--- src/rtl/gray_code_counter_src.sv ---
// gray_code_counter_src
//   Registered up/down Gray-code counter with a valid/ready output handshake.
//   The count is held in binary and the Gray code is registered. When the
//   consumer applies back-pressure, counting stalls so that no code is skipped.
//
// Parameters
//   WIDTH          counter / code width in bits (>= 2)
//
// Ports
//   clk            rising-edge clock
//   rst_n          asynchronous active-low reset
//   i_en           count enable
//   i_up_dn        1 = count up, 0 = count down
//   i_load         synchronous load strobe; overrides i_en
//   i_load_bin     binary value to load
//   i_gray_ready   consumer accepts o_gray_out this cycle
//   o_gray_out     registered Gray code of the current count
//   o_gray_valid   o_gray_out holds a code not yet accepted
//   o_tc           registered terminal count: all-ones (up) / zero (down)
//   o_wrap         one-cycle pulse: count wrapped on the last edge
//
// Configuration macro
//   GRAY_CNT_SAT_EN  when defined, the counter saturates at all-ones (up) or
//                    zero (down) instead of wrapping.

module gray_code_counter_src #(
  parameter int unsigned WIDTH = 4
) (
  input  logic             clk,
  input  logic             rst_n,
  input  logic             i_en,
  input  logic             i_up_dn,
  input  logic             i_load,
  input  logic [WIDTH-1:0] i_load_bin,
  input  logic             i_gray_ready,
  output logic [WIDTH-1:0] o_gray_out,
  output logic             o_gray_valid,
  output logic             o_tc,
  output logic             o_wrap
);

  localparam logic [WIDTH-1:0] MaxVal = '1;

  logic [WIDTH-1:0] r_bin;
  logic [WIDTH-1:0] r_gray;
  logic             r_valid;
  logic             r_tc;
  logic             r_wrap;

  logic             w_free;
  logic             w_at_end;
  logic             w_step;
  logic             w_adv;
  logic [WIDTH-1:0] w_bin_d;
  logic [WIDTH-1:0] w_gray_d;
  logic             w_valid_d;
  logic             w_tc_d;
  logic             w_wrap_d;

  always_comb begin
    w_free   = ~r_valid | i_gray_ready;
    // Count sits at the end of its range in the current direction.
    w_at_end = i_up_dn ? (r_bin == MaxVal) : (r_bin == '0);
    w_step   = i_en & ~i_load & w_free;
`ifdef GRAY_CNT_SAT_EN
    // A step at the range end is swallowed: nothing new to present.
    w_adv    = w_step & ~w_at_end;
`else
    w_adv    = w_step;
`endif

    w_bin_d   = r_bin;
    w_valid_d = r_valid & ~i_gray_ready;
    w_wrap_d  = 1'b0;

    if (i_load) begin
      w_bin_d   = i_load_bin;
      w_valid_d = 1'b1;
    end else if (w_adv) begin
      w_bin_d   = i_up_dn ? (r_bin + WIDTH'(1)) : (r_bin - WIDTH'(1));
      w_valid_d = 1'b1;
      w_wrap_d  = w_at_end;
    end

    // tc tracks the direction sampled on this edge, even without a step.
    w_tc_d   = i_up_dn ? (w_bin_d == MaxVal) : (w_bin_d == '0);
    w_gray_d = w_bin_d ^ (w_bin_d >> 1);
  end

  always_ff @(posedge clk or negedge rst_n) begin
    if (!rst_n) begin
      r_bin   <= '0;
      r_gray  <= '0;
      r_valid <= 1'b0;
      r_tc    <= 1'b0;
      r_wrap  <= 1'b0;
    end else begin
      r_bin   <= w_bin_d;
      r_gray  <= w_gray_d;
      r_valid <= w_valid_d;
      r_tc    <= w_tc_d;
      r_wrap  <= w_wrap_d;
    end
  end

  assign o_gray_out   = r_gray;
  assign o_gray_valid = r_valid;
  assign o_tc         = r_tc;
  assign o_wrap       = r_wrap;

endmodule

--- config.mk ---
export PLATFORM = sky130hd
export DESIGN_NAME = gray_code_counter_src
export DESIGN_NICKNAME = d
export VERILOG_FILES = /design/src/rtl/gray_code_counter_src.sv
export SDC_FILE = /design/constraint.sdc
export NUM_CORES = 1
export LEC_CHECK = 0
export BUFFER_PORTS_ARGS = -buffer_cell sky130_fd_sc_hd__buf_2
export CAP_MARGIN = 20
export CELL_PAD_IN_SITES_DETAIL_PLACEMENT = 1
export CELL_PAD_IN_SITES_GLOBAL_PLACEMENT = 2
export CORE_MARGIN = 4
export CORE_UTILIZATION = 33
export CTS_BUF_LIST = sky130_fd_sc_hd__clkbuf_16
export DETAILED_ROUTE_END_ITERATION = 8
export GPL_TIMING_DRIVEN = 1
export PLACE_DENSITY = 0.9
export SKIP_CTS_REPAIR_TIMING = 1
export SLEW_MARGIN = 20
export SYNTH_ARGS = -nofsm -noshare
export SYNTH_HDL_FRONTEND = slang
export SYNTH_SLANG_ARGS = --single-unit
--- constraint.sdc ---
create_clock -name clk -period 3.31 [get_ports clk]
set_clock_uncertainty 0.1 [all_clocks]
set_input_delay 0.331 -clock clk [delete_from_list [all_inputs] [get_ports clk]]
set_output_delay 0.331 -clock clk [all_outputs]
set_load 0.005 [all_outputs]
==> flow_metrics.env <==
export IMPL_synth_warnings=0
export IMPL_grt_max_degree=11
export IMPL_leakage_nw=0.389
export IMPL_drive_gt1_share_pct=33.3
export IMPL_regArea_um2=250
export IMPL_placed_area_um2=723
export IMPL_whs_ps=203
export IMPL_min_path_type="in -> reg"
export IMPL_vias=502
export IMPL_synth_compound_area_share_pct=12.1
export IMPL_arrival_ps=2190
export IMPL_io_buffer_count=16
export IMPL_fin_setup_tns_ps=0
export IMPL_max_cap_viol_count=0
export IMPL_ys_flop_type="dfrtp_1"
export IMPL_gp_congestion=0.816
export IMPL_grt_usage_pct=13.0
export IMPL_worstSetupEndpointType="flop"
export IMPL_outcome="completed"
export IMPL_drt_total_wl_um=1460
export IMPL_final_cell_count_no_fill=103
export IMPL_grt_overflow_total=0
export IMPL_crit_required_ps=3350
export IMPL_synthAdderAreaFrac_pct=13.1
export IMPL_core_area_mm2=0.00176
export IMPL_drtAntennaViolNets=0
export IMPL_synth_cell_area_um2=631
export IMPL_antenna_found_initial=0
export IMPL_cts_root_buf="clkbuf_16"
export IMPL_nets=95
export IMPL_cts_buffers=3
export IMPL_syn_to_final_growth_pct=28.8
export IMPL_viasPerCell=4.87
export IMPL_worstPathMaxFanout=5
export IMPL_dp_cells=98
export IMPL_dr_pass1_iters=2
export IMPL_synthTopCellsByArea="dfrtp_1 40%, ha_1 9.9%, xnor2_1 4.2%, a221o_1 3.2%, fa_1 3.2%"
export IMPL_ys_seq_elements=10
export IMPL_hold_violations=0
export IMPL_synth_most_common_cell="dfrtp_1"
export IMPL_synth_top_family_by_area="simple AND/OR/NAND/NOR gates"
export IMPL_synthMuxAreaShare_pct=3.17
export IMPL_io_pins=17
export IMPL_ir_worst_vdd_mv=0.431
export IMPL_first_iter_violations=2
export IMPL_htreeDepth=1
export IMPL_synth_simple_gate_area_share_pct=22.4
export IMPL_grt_pass1_wl_um=2500
export IMPL_fmax_mhz=465
export IMPL_grt_pass1_vias=541
export IMPL_die_area_mm2=0.00267
export IMPL_cts_tree="built"
export IMPL_rows=15
export IMPL_synth_top_area_share_pct=39.7
export IMPL_clkTransAtPathRegs_ps=40
export IMPL_setup_viol=0
export IMPL_insertion_delay_ps=240
export IMPL_synthDistinctLibCells=29
export IMPL_antennaDiodeCount=0
export IMPL_ys_seq_area_share_pct=39.7
export IMPL_design_area_um2=812
export IMPL_multiInputGateArea_um2=347
export IMPL_p_total_w=0.000472
export IMPL_avgSynthCellArea_um2=10.7
export IMPL_synth_nets=75
export IMPL_hpwlAfterDp_um=1140
export IMPL_worst_pin_slew_ps=349
export IMPL_post_drt_wl_per_cell_um=14.2
export IMPL_fin_crit_sh_pct=65.0
export IMPL_yosys_area_share_xor_xnor_pct=4.17
export IMPL_rsz0062_at_grt="no"
export IMPL_synth_top_area_cell="dfrtp_1"
export IMPL_die_height_um=51.7
export IMPL_cts_buffer_depth=2
export IMPL_synth_common_cells="10 x dfrtp_1, 5 x ha_1, 4 x inv_1, 4 x nand2_1"
export IMPL_synthCells=59
export IMPL_slew_violations=0
export IMPL_route_detailed_drc=0
export IMPL_cts_sink_count=10
export IMPL_dieWidth_um=51.7
export IMPL_start_util_pct=35.7
export IMPL_synth_async_sr_flop_share_pct=100
export IMPL_slew_headroom_pct=76.5
export IMPL_path_class="reg -> reg"
export IMPL_cp_start_kind="flop"
export IMPL_p_per_area_mw_per_mm2=581
export IMPL_fill_cells=218
export IMPL_synth_edf_count=0
export IMPL_fin_crit_ps=2150
final cells by class:
| type | count | share of cell area (%) |
|---|---|---|
| tap | 25 | 3.85 |
| inverter | 4 | 1.85 |
| timing repair buffer | 17 | 11.1 |
| clock buffer | 3 | 9.24 |
| multi-input combinational | 43 | 42.7 |
| sequential | 10 | 30.8 |
| clock inverter | 1 | 0.462 |
cells by family after synthesis:
| logic type | count (synthesis) |
|---|---|
| compound gates | 9 |
| xor+xnor | 3 |
| flops | 10 |
| mux | 2 |
| buf+inv | 6 |
| simple gates | 23 |
| fa+ha+maj | 6 |
power by group:
part            total, W  internal (W)  leakage, nW  switching (W)
Sequential      0.000156      0.000141        0.120      0.0000144
Combinational  0.0000989     0.0000479        0.231      0.0000510
Clock           0.000217      0.000159       0.0385      0.0000587
registers in the layout, summed over array words and instances, names as in the netlist:
signal,cells
o_wrap,1
o_tc,1
o_gray_out,3
r_bin,4
o_gray_valid,1
cell usage in the layout, fill, tap and decap left out, types with 2 or more instances in the layout:
cell	Yosys	layout
a21oi_1	2	2
ha_1	5	5
inv_1	4	4
mux2i_1	2	2
xnor2_1	3	3
clkbuf_16	0	3
nand2_1	4	4
dfrtp_1	10	10
a221o_1	2	2
nand4_1	2	2
buf_2	0	16
nor2_1	3	3
nand3_1	3	3
nor3_1	2	2
final timing paths:
check	cells after the start	end	startpoint	slack, ps
worst max-delay path	6	o_tc	r_bin[0]	1160
worst min-delay path	3	o_gray_valid	i_en	200
worst max register to register	6	o_tc	r_bin[0]	1160
worst min register to register	2	o_gray_valid	o_gray_valid	470
max in group asynchronous	2	o_wrap	rst_n	2510
min in group asynchronous	2	r_bin[3]	rst_n	390
routing by layer:
metal  track usage [%]  part of all wire (%)  up-vias
li1                  -                     -      249
met1              17.5                    46      236
met2              19.7                    47       15
met3              2.58                   5.0        2
met4              6.55                   1.4        0
met5                 0                     0        -
critical path, stage by stage (launching register included):
cell	delay, ps
dfrtp_1	440
fa_1	490
a22o_1	210
a21oi_1	250
ha_1	210
inv_1	60
o41ai_2	300
per-stage QoR:
step | worst slack [ps] | utilization [%]
final | 1160 | 46.0
after global placement | 994 | 41.0
after CTS | 1140 | 45.5
after global routing | 978 | 46.0
after detailed placement | 986 | 41.0
after floorplan | 1340 | -
Power figures use the tool's default switching activity.
